$ cat config.mk
export PLATFORM = sky130hd
export DESIGN_NAME = pipeline_control_sequencer
export DESIGN_NICKNAME = d
export VERILOG_FILES = /design/src/rtl/pipeline_control_sequencer.sv
export SDC_FILE = /design/constraint.sdc
export NUM_CORES = 1
export LEC_CHECK = 0
export ABC_AREA = 1
export BUFFER_PORTS_ARGS = -buffer_cell sky130_fd_sc_hd__buf_2
export CORE_MARGIN = 4
export CORE_UTILIZATION = 51
export DETAILED_ROUTE_END_ITERATION = 6
export GPL_ROUTABILITY_DRIVEN = 0
export PLACE_DENSITY = 0.87
export SLEW_MARGIN = 20
export SYNTH_ARGS = -nofsm -noshare
export SYNTH_HDL_FRONTEND = slang
export SYNTH_SLANG_ARGS = --single-unit
$ cat constraint.sdc
create_clock -name clk -period 1.65 [get_ports clk]
set_clock_uncertainty 0.2 [all_clocks]
set_input_delay 0.2475 -clock clk [delete_from_list [all_inputs] [get_ports clk]]
set_output_delay 0.2475 -clock clk [all_outputs]
set_load 0.02 [all_outputs]
$ cat src/rtl/pipeline_control_sequencer.sv
// Stall/flush sequencer for the 5-stage pipeline. It arbitrates memory waits, divider
// occupancy, hazard stalls and taken branches, and keeps the stall and flush statistics.
module pipeline_control_sequencer #(
  parameter int DIV_CYCLES  = 32,
  parameter int MEM_TIMEOUT = 255,
  parameter int CNT_WIDTH   = 32
) (
  input  logic                 clk,
  input  logic                 reset,
  input  logic                 hazard_stall,
  input  logic                 branch_taken,
  input  logic                 ex_is_div,
  input  logic                 mem_req,
  input  logic                 mem_ready,
  input  logic                 imem_ready,
  output logic                 pc_write,
  output logic                 pc_sel_branch,
  output logic                 if_id_write,
  output logic                 if_id_flush,
  output logic                 id_ex_write,
  output logic                 id_ex_flush,
  output logic                 ex_mem_write,
  output logic                 ex_mem_flush,
  output logic                 mem_wb_write,
  output logic                 mem_wb_flush,
  output logic                 div_start,
  output logic                 mem_error,
  output logic [CNT_WIDTH-1:0] stall_count,
  output logic [CNT_WIDTH-1:0] flush_count
);

  localparam int DIV_W  = $clog2(DIV_CYCLES) + 1;
  localparam int WAIT_W = $clog2(MEM_TIMEOUT + 1);
  localparam logic [DIV_W-1:0]  DIV_LOAD = DIV_W'(DIV_CYCLES - 1);
  localparam logic [DIV_W-1:0]  DIV_EXIT = DIV_W'(2);
  localparam logic [WAIT_W-1:0] WAIT_MAX = WAIT_W'(MEM_TIMEOUT);

  typedef enum logic [1:0] {RUN, DIV_BUSY, DIV_DONE} state_t;

  state_t            state, state_next;
  logic [DIV_W-1:0]  div_cnt, div_cnt_next;
  logic [WAIT_W-1:0] wait_cnt;
  logic              mem_stall, launch, div_hold, branch_fire;

  assign mem_stall = mem_req & ~mem_ready;
  assign launch    = (state == RUN) & ex_is_div & ~mem_stall;
  assign div_hold  = launch | (state == DIV_BUSY);

  // The busy phase ends once the decremented count reaches 1, so the front end is held
  // for DIV_CYCLES-1 cycles including the launch cycle.
  always_comb begin
    // NOTE: every always_comb output gets a default first so no latch is inferred.
    state_next   = state;
    div_cnt_next = div_cnt;
    unique case (state)
      RUN: begin
        if (launch) begin
          state_next   = DIV_BUSY;
          div_cnt_next = DIV_LOAD;
        end
      end
      DIV_BUSY: begin
        div_cnt_next = div_cnt - 1'b1;
        if (div_cnt <= DIV_EXIT) state_next = DIV_DONE;
      end
      DIV_DONE: if (!mem_stall) state_next = RUN;
      default:  state_next = RUN;
    endcase
  end

  always_comb begin
    pc_write      = 1'b1;
    pc_sel_branch = 1'b0;
    if_id_write   = 1'b1;
    if_id_flush   = 1'b0;
    id_ex_write   = 1'b1;
    id_ex_flush   = 1'b0;
    ex_mem_write  = 1'b1;
    ex_mem_flush  = 1'b0;
    mem_wb_write  = 1'b1;
    mem_wb_flush  = 1'b0;
    div_start     = 1'b0;
    branch_fire   = 1'b0;
    if (reset) begin
      {pc_write, if_id_write, id_ex_write, ex_mem_write, mem_wb_write} = '0;
      {if_id_flush, id_ex_flush, ex_mem_flush, mem_wb_flush}          = '1;
    end else begin
      div_start = launch;
      if (mem_stall) begin
        {pc_write, if_id_write, id_ex_write, ex_mem_write} = '0;
        mem_wb_flush = 1'b1;
      end else if (div_hold) begin
        {pc_write, if_id_write, id_ex_write} = '0;
        ex_mem_flush = 1'b1;
      end else if (hazard_stall) begin
        pc_write    = 1'b0;
        if_id_write = 1'b0;
        id_ex_flush = 1'b1;
      end else if (branch_taken) begin
        pc_sel_branch = 1'b1;
        if_id_flush   = 1'b1;
        branch_fire   = 1'b1;
      end else if (!imem_ready) begin
        pc_write    = 1'b0;
        if_id_flush = 1'b1;
      end
    end
  end

  // NOTE: sequential state uses non-blocking assignments so all registers update together.
  always_ff @(posedge clk) begin
    if (reset) begin
      state       <= RUN;
      div_cnt     <= '0;
      wait_cnt    <= '0;
      mem_error   <= 1'b0;
      stall_count <= '0;
      flush_count <= '0;
    end else begin
      state   <= state_next;
      div_cnt <= div_cnt_next;
      if (!mem_stall)               wait_cnt <= '0;
      else if (wait_cnt != WAIT_MAX) wait_cnt <= wait_cnt + 1'b1;
      if (mem_stall && wait_cnt == WAIT_MAX) mem_error <= 1'b1;
      if (!pc_write)   stall_count <= stall_count + 1'b1;
      if (branch_fire) flush_count <= flush_count + 1'b1;
    end
  end

endmodule
Word level (Yosys, flattened, before mapping)
Index checks and enable logic that the tools add are counted.
{"block": "totals", "out_inout_bits": 76, "in_bits": 8, "reg_bits": 81, "wordCells": 73}
{"block": "op_classes", "addsub": 4, "reduce_logical": 6, "mux": 43, "magnitude_cmp": 1, "bitwise_logic": 6, "n_eq_ne": 7}
{"operator": "adder 32 x 1 -> 32 bit (second input constant)", "n": 2}
{"operator": "two-way mux 1 bit", "n": 37}
{"operator": "one-hot mux 6 bit (2 select lines)", "n": 1}
{"operator": "adder 8 x 1 -> 8 bit (second input constant)", "n": 1}
{"operator": "equality test 8 bit (second input constant)", "n": 1}
{"operator": "!= test 8 bit (second input constant)", "n": 1}
{"operator": "<= comparator 6 x 2 -> 1 bit (second input constant)", "n": 1}
{"operator": "two-way mux 2 bit", "n": 3}
{"operator": "two-way mux 6 bit", "n": 1}
{"operator": "one-hot mux 2 bit (3 select lines)", "n": 1}
{"operator": "subtractor 6 x 1 -> 6 bit (second input constant)", "n": 1}
{"operator": "!= test 2 bit (second input constant)", "n": 2}
{"operator": "bitwise AND 1 bit", "n": 3}
{"operator": "AND reduction 3 bit", "n": 1}
{"operator": "equality test 2 x 1 -> 1 bit (second input constant)", "n": 1}
{"operator": "equality test 2 bit (second input constant)", "n": 1}
{"operator": "logical NOT 2 bit", "n": 1}
{"operator": "!= test 2 x 1 -> 1 bit (second input constant)", "n": 1}
{"operator": "inverter 1 bit", "n": 2}
{"operator": "AND reduction 2 bit", "n": 1}
{"operator": "nonzero test 2 bit", "n": 1}
{"operator": "OR reduction 2 bit", "n": 1}
{"operator": "logical AND 1 bit", "n": 1}
{"operator": "OR 1 bit", "n": 1}

Longest topological paths before layout
Gate-level depths: netlist (run 1).
{"block": "logic_depth", "depth_word": 8, "mapped_depth": 10}

Least setup slack after synthesis (run 1)
No wires, ideal clock.
{"block": "synth_timing", "path_type": "register to register", "start": "register stall_count[0]", "end": "register stall_count[26]", "period_less_slack_ps": 1861, "path_stages_with_launch": 11, "path_slack_ps": -211, "arrival_ps": 1546, "required_time_ps": 1335, "path_buffers": 0, "path_cell_list": "dfxtp_1 -> ha_1 -> nand2_1 -> nor2_2 -> nand2_1 -> nor2_2 -> nand2_1 -> nor2_1 -> nand3_1 -> nand2_1 -> nor2_1"}
{"block": "synth_via", "elab_chain_cells": 1}
{"item": "start, declared", "line_no": "28", "rtl": "output logic [CNT_WIDTH-1:0] stall_count,"}
{"item": "start signal, assigned", "line_no": "125", "rtl": "if (!pc_write) stall_count <= stall_count + 1'b1;"}
{"item": "adder 32 x 1 -> 32 bit", "line_no": "125"}
Every way passes these cells.
A chain may end at the register's enable or synchronous reset.

Final worst setup path (run 1)
{"block": "layout_timing", "start": "register state[1]", "end": "output if_id_write"}
{"block": "layout_via", "elab_chain_cells": 7}
{"item": "start, declared", "line_no": "40", "rtl": "state_t state, state_next;"}
{"item": "start signal, assigned", "line_no": "120", "rtl": "state <= state_next;"}
{"item": "logical NOT 2 bit", "line_no": "46", "rtl": "assign launch = (state == RUN) & ex_is_div & ~mem_stall;"}
{"item": "bitwise AND 1 bit (2 in series)", "line_no": "46"}
{"item": "OR 1 bit *", "line_no": "47", "rtl": "assign div_hold = launch | (state == DIV_BUSY);"}
{"item": "two-way mux 1 bit *", "line_no": "92", "rtl": "end else if (div_hold) begin"}
{"item": "two-way mux 1 bit *", "line_no": "89", "rtl": "if (mem_stall) begin"}
{"item": "two-way mux 1 bit *", "line_no": "84", "rtl": "if (reset) begin"}
{"item": "end, declared", "line_no": "18", "rtl": "output logic if_id_write,"}
Every way passes the cells marked *; elsewhere a longest branch is shown, timed or not.

==> summary.txt, run 1 <==
Run status
  • Status: finished with violations
  • Violated checks: setup timing

GRT
  • First-pass GRT wire length: 22.6 mm
  • Vias in the first global route: 4993
  • Total grt overflow: 0
  • Largest net degree at the start of global routing: 27
  • Busiest grt layer: met2
  • Met3 usage: 5.90%
  • Initial antenna violation count: 0
  • GR Util All Layers: 26.8%
  • GR Layer Usage met1: 31.6%
  • Routing usage on met2: 45.5%

CTS
  • Worst-Skew Late Latency: 0.38 ns
  • Max Root-Sink Buffers: 2
  • Root Driver: clkbuf_8
  • CTS Hold Bufs: 0
  • CTS tree: done
  • Clk slew on worst S/H paths: 0.10 ns
  • H-tree Lvls: 3
  • Cts bufs inserted: 9
  • CTS sink cnt: 81

Pwr
  • Pwr dens: 604 nW/um^2
  • Clk pwr share: 35.5%
  • VDD IR-drop max: 0.000633 V
  • Sequential share of power: between 40% and 50%
  • Overall Power: roughly 0.0043 W
  • Comb pwr share: 17.5%
  • Switch share: slightly below 30%
  • P_sw: 0.00126 W
  • Leakage: 3.09 nW
  • Pint: 0.00306 W

Worst setup path
  • R2R Setup Slk: -0.31 ns
  • CP Cell Sequence: inv_4 -> nand2_4 -> nand4_1 -> nor2_2 -> buf_12 -> buf_8
  • Setup crit start: state[1]
  • Crit path DAT: 1.58 ns
  • CP Capture Type: primary output
  • Worst R2R Start: state[0]
  • Startpoint types: flop
  • Crit path max fanout: 6
  • Crit Path Class: flop to primary output
  • WP data required: 1.20 ns
  • CP peak stage delay: between 0.3 and 0.4 ns
  • CP max-delay cell: dfxtp_4

Floorplan
  • Row Count: 34
  • Initial Utilization: 52.8%
  • Core footprint: 8810 um^2
  • Chip height: 103 um
  • Chip Width: between 100 and 150 um
  • Die area: 10700 um^2
  • # IOs: 84

STA
  • RSZ-0062 raised after global routing: yes
  • Relative slew margins: between 70% and 80%
  • Hold Fails Final Rpt: 0
  • Period minus WS final: 2.03 ns
  • Fmax: 0.493 GHz
  • Final setup violating endpoints: 61
  • Period Utilization, post-route: 123%
  • Hold slack: 0.0430 ns
  • Slew of the pin with the lowest slew margin: 0.379 ns
  • Final WS setup: -0.380 ns
  • Pins over their slew limit: 0

Placement
  • Post-DP HPWL: 9.47 mm
  • Number of buffers added on ports: slightly above 80

Yosys
  • Synthesized Nets: 744
  • Post-synthesis xor/xnor area fraction: 2.45%
  • Synth Flop Type: dfxtp_1
  • Area leader, netlist: dfxtp_1
  • Post-synthesis adder-cell area fraction: 1.35%
  • Synth Area in Compound Gates: between 9 and 10%
  • Post-Synth Simple-Gate Area: 43.3%
  • Multiplexer area fraction after synthesis: 0%
  • EDFF count, synth: 0
  • FFs w/ async S/R, synth: 0%
  • FF+latch count, synth: 81
  • Synthesized area per cell: 6.36 um^2
  • Synth area leaders: dfxtp_1 35%, nand2_1 17%, nor2_1 11%
  • Synthesized cell area: 4650 um^2
  • Sequential element share of the synthesized area: 34.9%
  • Largest family of logic cells by synthesized area: simple AND/OR/NAND/NOR gates
  • Yosys warns: 0
  • Cells after Synth: about 730
  • Top cell type's share of synthesized area: about a third
  • Distinct cells, synth: 37

Route
  • WL/cell: 17.7 um
  • Via count of the routed design: 5947
  • Starting DRT DRC Count: about 450
  • First-pass DRT Iterations: 6
  • Post-route antenna net violation count: 0
  • Residual DRC: 0
  • Vias per cell: 5.76
  • Final WL: 18.2 mm

Job
  • Max cap viols: 0

Cells and area
  • Fraction of layout cells with a size suffix above 1: 45.2%
  • FILL cells: 527
  • Most common cell after layout, fill and taps aside: nand2_1
  • Final nets: 932
  • Most frequent cells in the layout: 181 x nand2_1, 92 x nor2_1, 82 x buf_4, 75 x buf_2, 59 x inv_1
  • Final core occ: 81.3%
  • Area added between synthesis and finish: 54.0%
  • N_diodes: 0

Min path
  • Hold path start: reset
  • Worst Hold Class: input port to flop
## through the flow
stage / area, um^2 / setup slack (ns) / std cells / TNS, ns
2_1_floorplan: 4710 / -0.0778 / 731 / -0.156
3_3_place_gp: 5790 / 0.0119 / 981 / 0
3_5_place_dp: 5790 / -0.0381 / 981 / -0.449
4_1_cts: 6270 / -0.286 / 1009 / -3.28
5_1_grt: 7160 / -0.450 / 1032 / -15.68
6_report: 7160 / -0.380 / 1032 / -11.48
## registers in the layout (all words and copies together), names as in the netlist
name         flops
div_cnt          6
flush_count     32
stall_count     32
mem_error        1
state            2
wait_cnt         8
## power groups by stage
| stage | logic [W] | clock network [W] | registers [W] |
|---|---|---|---|
| 2_1_floorplan | 0.000303 | 0 | 0.00208 |
| 3_3_place_gp | 0.000509 | 0 | 0.00207 |
| 3_5_place_dp | 0.000520 | 0 | 0.00207 |
| 4_1_cts | 0.000606 | 0.00148 | 0.00203 |
| 5_1_grt | 0.000805 | 0.00159 | 0.00204 |
| 6_report | 0.000756 | 0.00153 | 0.00203 |
## path summary, 6_finish.rpt
kind                     endpoint  cells after the start
hold / removal    stall_count[10]                      3
hold reg to reg       wait_cnt[4]                      2
setup / recovery      if_id_write                      6
setup reg to reg   flush_count[9]                     11
## critical path: cells and delay by family, from the launching register on
kind	cells	cell delay [ns]
DFF	1	0.39
and+or+nand+nor	3	0.54
buffers and inverters	3	0.28
## Yosys cell counts (3+ instances only)
cell      number
inv_1         66
xor2_1        10
nand2_2        9
nand3_1       42
nor2_2        18
a21oi_1       50
nor2_1       131
nand4_1       11
a31oi_1        5
nand2_1      211
nor2_4         4
inv_2          6
buf_2          4
ha_1           5
dfxtp_1       81
buf_4          6
clkbuf_1       4
nor3_1        13
xnor2_1        3
o21ai_0       25
## routing by layer
metal,share of wire (%),vias to the layer above,routed length (um)
met3,9.1,105,1650
met2,49,399,9010
met5,0,-,0
met4,5.6,0,1030
met1,36,2733,6530
li1,-,2710,-
## repair_timing
item                       CTS  global route
setup endpoints to repair   26            76
buffers inserted            11            20
resized for setup           58           209
pin swaps                   19            64
cloned                       1             5
## cell type report
type | instances | area (um^2) | area share (%)
Tap cell | 108 | 135 | 1.89
Sequential cell | 81 | 1700 | 23.8
Clock inverter | 3 | 40.0 | 0.559
Clock buffer | 13 | 149 | 2.08
Timing Repair Buffer | 194 | 1560 | 21.7
Multi-Input combinational cell | 560 | 3260 | 45.6
Timing Repair inverter | 1 | 11.3 | 0.157
Inverter | 72 | 300 | 4.20
## logic make-up (layout without fill, tap and decap cells)
| family | after synthesis | after routing |
|---|---|---|
| AOI/OAI and AO/OA | 87 | 87 |
| xor gates and xnor gates | 13 | 13 |
| adders and majority gates | 5 | 5 |
| buffers and inverters | 90 | 283 |
| DFF | 81 | 81 |
| and+or+nand+nor | 455 | 455 |
(Power assumes the default switching activity.)
==> run 2, diff against run 1 <==
--- a/config.mk
+++ b/config.mk
@@ -8,10 +8,10 @@
 export ABC_AREA = 1
 export BUFFER_PORTS_ARGS = -buffer_cell sky130_fd_sc_hd__buf_2
 export CORE_MARGIN = 4
-export CORE_UTILIZATION = 51
+export CORE_UTILIZATION = 60
 export DETAILED_ROUTE_END_ITERATION = 6
 export GPL_ROUTABILITY_DRIVEN = 0
-export PLACE_DENSITY = 0.87
+export PLACE_DENSITY = 0.95
 export SLEW_MARGIN = 20
 export SYNTH_ARGS = -nofsm -noshare
 export SYNTH_HDL_FRONTEND = slang
==> constraint.sdc (replaced) <==
create_clock -name clk -period 2.5 [get_ports clk]
set_clock_uncertainty 0.2 [all_clocks]
set_input_delay 0.375 -clock clk [delete_from_list [all_inputs] [get_ports clk]]
set_output_delay 0.375 -clock clk [all_outputs]
set_load 0.02 [all_outputs]
==> summary.txt, run 2 (synthesis results as in run 1) <==
Run status
  • Status: completed

STA
  • Period Utilization, post-route: 93.4%
  • Pins over their slew limit: 0
  • Fmax: 0.428 GHz
  • Hold Fails Final Rpt: 0
  • Setup tns final: 0 ns
  • Final setup violating endpoints: 0
  • RSZ-0062 raised after global routing: no
  • Relative slew margins: 66.5%
  • Period minus WS final: around 2.3 ns
  • Slew of the pin with the lowest slew margin: ~0.5 ns

Worst setup path
  • Crit Path Class: flop to primary output
  • CP Cell Sequence: inv_1 -> nand2_2 -> inv_2 -> nor2_1 -> nand2_1 -> o21ai_0 -> buf_2
  • CP Capture Type: primary output
  • WP data required: 1.92 ns
  • Crit path max fanout: 8
  • CP max-delay cell: dfxtp_1
  • Crit path DAT: approximately 1.8 ns
  • Startpoint types: flop
  • CP peak stage delay: around 0.36 ns

Min path
  • Worst Hold Class: input port to flop

Pwr
  • Pwr dens: 483 nW/um^2
  • Overall Power: roughly 0.0026 W
  • VDD IR-drop max: 0.000340 V
  • Leakage: 2.26 nW

GRT
  • Largest net degree at the start of global routing: 44
  • Initial antenna violation count: 0
  • First-pass GRT wire length: between 20 and 25 mm
  • Total grt overflow: 0
  • Vias in the first global route: 4654
  • GR Util All Layers: 27.2%

Cells and area
  • Final nets: between 800 and 900
  • Largest registers: flush_count: 32 flops, stall_count: 32 flops, wait_cnt: 8 flops
  • Fraction of layout cells with a size suffix above 1: between 10% and 20%
  • Area added between synthesis and finish: 15.0%
  • FILL cells: 583
  • Most frequent cells in the layout: 211 x nand2_1, 131 x nor2_1, 83 x buf_2, 81 x dfxtp_1, 66 x inv_1
  • Most common cell after layout, fill and taps aside: nand2_1
  • N_diodes: 0

CTS
  • CTS tree: done
  • Max Root-Sink Buffers: 2
  • CTS Hold Bufs: 0
  • Cts bufs inserted: 9
  • H-tree Lvls: 3
  • Setup bufs post-CTS: 0
  • Cts repair resizes: 0
  • Clk slew on worst S/H paths: 0.08 ns
  • CTS sink cnt: 81
  • Worst-Skew Late Latency: 0.36 ns
  • Root Driver: clkbuf_8

Floorplan
  • # IOs: 84
  • Chip Width: approximately 96 um
  • Die area: about 9200 um^2
  • Initial Utilization: 62.7%
  • Row Count: 31
  • Chip height: 96.0 um
  • Core footprint: 7410 um^2

Placement
  • Post-DP HPWL: about 9.0 mm
  • Number of buffers added on ports: 83

Route
  • First-pass DRT Iterations: 5
  • Via count of the routed design: just over 5000
  • Starting DRT DRC Count: ~260
  • Vias per cell: about 5.5
  • Post-route antenna net violation count: 0
  • Residual DRC: 0
  • Final WL: around 12 mm
  • WL/cell: about 13 um

Job
  • Max cap viols: 0
run 2: where the power goes:
part           internal (W)  switching [W]  leakage (nW)  total [W]
combinational     0.0000862       0.000197          1.51   0.000284
sequential          0.00132      0.0000230         0.655    0.00134
clock              0.000470       0.000490        0.0939   0.000959
run 2: layout make-up:
cell class,count,area (um^2),share of cell area (%)
Sequential cell,81,1620,30.3
Inverter,72,270,5.06
Multi-Input combinational cell,560,2650,49.5
Tap cell,99,124,2.32
Clock inverter,3,22.5,0.421
Clock buffer,13,179,3.35
Timing Repair Buffer,90,480,8.99
run 2: through the flow:
stage / cells / setup slack (ns) / utilization (%) / cell area, um^2 / hold slack (ns)
6_report: 918 / 0.165 / 72.1 / 5340 / 0.196
4_1_cts: 918 / 0.156 / 72.1 / 5340 / 0.178
3_5_place_dp: 902 / 0.429 / 69.4 / 5140 / 0.237
3_3_place_gp: 902 / 0.501 / 69.4 / 5140 / 0.231
2_1_floorplan: 731 / 0.401 / - / 4650 / 0.221
5_1_grt: 918 / 0.0578 / 72.1 / 5340 / 0.223
run 2: metal layers:
| layer | vias up | global-route usage (%) | share of wire [%] |
|---|---|---|---|
| met5 | - | 0 | 0 |
| met2 | 217 | 47.3 | 49 |
| li1 | 2489 | - | - |
| met4 | 0 | 10.8 | 2.4 |
| met1 | 2285 | 33.1 | 41 |
| met3 | 36 | 4.93 | 7.7 |
run 2: final timing paths:
| check | startpoint | to | slack (ns) | depth (start not counted) |
|---|---|---|---|---|
| setup reg to reg | stall_count[0] | stall_count[28] | 0.48 | 9 |
| setup / recovery | state[1] | if_id_flush | 0.17 | 7 |
| hold / removal | branch_taken | flush_count[6] | 0.20 | 3 |
| hold reg to reg | wait_cnt[4] | wait_cnt[4] | 0.25 | 2 |
run 2: critical path: cells and delay by family (launching register included):
kind | cells | cell delay (ns)
flops | 1 | 0.36
simple gates | 3 | 0.55
compound gates | 1 | 0.15
buf+inv | 3 | 0.35
==> run 3, diff against run 2 <==
--- a/config.mk
+++ b/config.mk
@@ -12,7 +12,6 @@
 export DETAILED_ROUTE_END_ITERATION = 6
 export GPL_ROUTABILITY_DRIVEN = 0
 export PLACE_DENSITY = 0.95
-export SLEW_MARGIN = 20
 export SYNTH_ARGS = -nofsm -noshare
 export SYNTH_HDL_FRONTEND = slang
 export SYNTH_SLANG_ARGS = --single-unit
==> constraint.sdc (replaced) <==
create_clock -name clk -period 2.9 [get_ports clk]
set_clock_uncertainty 0.2 [all_clocks]
set_input_delay 0.435 -clock clk [delete_from_list [all_inputs] [get_ports clk]]
set_output_delay 0.435 -clock clk [all_outputs]
set_load 0.02 [all_outputs]
==> summary.txt, run 3 (synthesis results as in run 1) <==
CTS
  • H-tree Lvls: 3
  • CTS Hold Bufs: 0
  • Worst-Skew Late Latency: 0.35 ns
  • Root Driver: clkbuf_8
  • Cts repair resizes: 0
  • Clk slew on worst S/H paths: 0.08 ns
  • Setup bufs post-CTS: 0
  • CTS sink cnt: between 80 and 90
  • Cts bufs inserted: 9
  • Max Root-Sink Buffers: 2
  • CTS tree: done

Worst setup path
  • Startpoint types: flop
  • Buf/Inv on CP: 3
  • Crit Path Class: flop to primary output
  • WP data required: 2.27 ns
  • Setup crit start: state[1]
  • CP max-delay cell: dfxtp_1
  • Crit path DAT: 1.76 ns
  • Worst R2R Start: stall_count[0]
  • CP Capture Type: primary output
  • Crit path max fanout: 8
  • CP Cell Sequence: inv_1 -> nand2_2 -> inv_2 -> nor2_1 -> nand2_1 -> o21ai_0 -> buf_2
  • CP peak stage delay: 0.36 ns
  • Family with the most delay on the worst path: simple AND/OR/NAND/NOR gates

Cells and area
  • N_diodes: 0
  • FILL cells: 558
  • Fraction of layout cells with a size suffix above 1: 18.4%
  • Design area: 5350 um^2
  • Most common cell after layout, fill and taps aside: nand2_1
  • Largest registers: flush_count: 32 flops, stall_count: 32 flops, wait_cnt: 8 flops
  • Area added between synthesis and finish: 15.0%
  • Most frequent cells in the layout: 211 x nand2_1, 131 x nor2_1, 83 x buf_2, 81 x dfxtp_1, 66 x inv_1
  • Final nets: between 800 and 900

Pwr
  • Leakage: 2.26 nW
  • Pwr dens: 438 nW/um^2
  • VDD IR-drop max: 0.000230 V

Floorplan
  • # IOs: 84
  • Die area: between 9000 and 10000 um^2
  • Chip Width: 96.0 um
  • Row Count: 31
  • Initial Utilization: 62.7%
  • Chip height: 96.0 um
  • Core footprint: about 7400 um^2

GRT
  • Total grt overflow: 0
  • Initial antenna violation count: 0
  • Vias in the first global route: roughly 4700
  • First-pass GRT wire length: 20.0 mm
  • GR Util All Layers: between 20% and 30%
  • Largest net degree at the start of global routing: 44

Route
  • Final WL: 12.1 mm
  • First-pass DRT Iterations: 6
  • Via count of the routed design: between 5000 and 6000
  • Residual DRC: 0
  • Post-route antenna net violation count: 0
  • Vias per cell: 5.58
  • WL/cell: 13.2 um
  • Starting DRT DRC Count: 236

Placement
  • Post-DP HPWL: 8.74 mm
  • Number of buffers added on ports: 83
  • Placement-stage cell area: slightly above 5000 um^2

STA
  • Relative slew margins: roughly two thirds
  • Setup tns final: 0 ns
  • Hold Fails Final Rpt: 0
  • Fmax: ~0.42 GHz
  • Period Utilization, post-route: 82.6%
  • Pins over their slew limit: 0
  • Period minus WS final: 2.40 ns
  • Final setup violating endpoints: 0
  • Slew of the pin with the lowest slew margin: 0.503 ns
  • RSZ-0062 raised after global routing: no

Min path
  • Worst Hold Class: flop to flop
  • Hold path start: wait_cnt[4]

Run status
  • Status: completed

Job
  • Max cap viols: 0
-- run 3: final cells by class --
class                           count  area [um^2]  area share, %
Multi-Input combinational cell    560         2650           49.5
Sequential cell                    81         1620           30.3
Timing Repair Buffer               88          453           8.47
Inverter                           72          270           5.06
Clock buffer                       12          155           2.90
Tap cell                           99          124           2.32
Clock inverter                      4         75.1           1.40
-- run 3: report_power, final --
group          switching [W]  internal, W
sequential         0.0000198      0.00113
clock               0.000414     0.000533
combinational       0.000170    0.0000705
-- run 3: through the flow --
stage	std cells	total power, W	hold WS (ns)	worst slack, ns	utilization, %
6_report	916	0.00234	0.256	0.503	72.2
5_1_grt	916	0.00242	0.283	0.302	72.2
4_1_cts	916	0.00235	0.256	0.517	72.2
3_5_place_dp	900	0.00142	0.242	0.600	69.0
3_3_place_gp	900	0.00140	0.233	0.676	69.0
2_1_floorplan	731	0.00135	0.221	0.681	-
-- run 3: per-layer routing --
metal	vias to the layer above	GRT usage, %	part of all wire (%)
met3	41	4.07	8.6
met5	-	0	0
li1	2497	-	-
met2	272	46.4	49
met4	0	14.0	3.1
met1	2304	31.7	40
-- run 3: worst paths after layout --
| kind | to | slack [ns] | depth (start not counted) |
|---|---|---|---|
| worst max-delay path | if_id_flush | 0.50 | 7 |
| worst min register to register | wait_cnt[4] | 0.26 | 2 |
| worst max register to register | stall_count[28] | 0.81 | 9 |
| worst min-delay path | wait_cnt[4] | 0.26 | 2 |
-- run 3: worst min-delay path: cells and delay by family, from the launching register on --
family                 cells  cell delay [ns]
buffers and inverters      1             0.05
flip-flops                 1             0.32
AO/OA/AOI/OAI              1             0.05
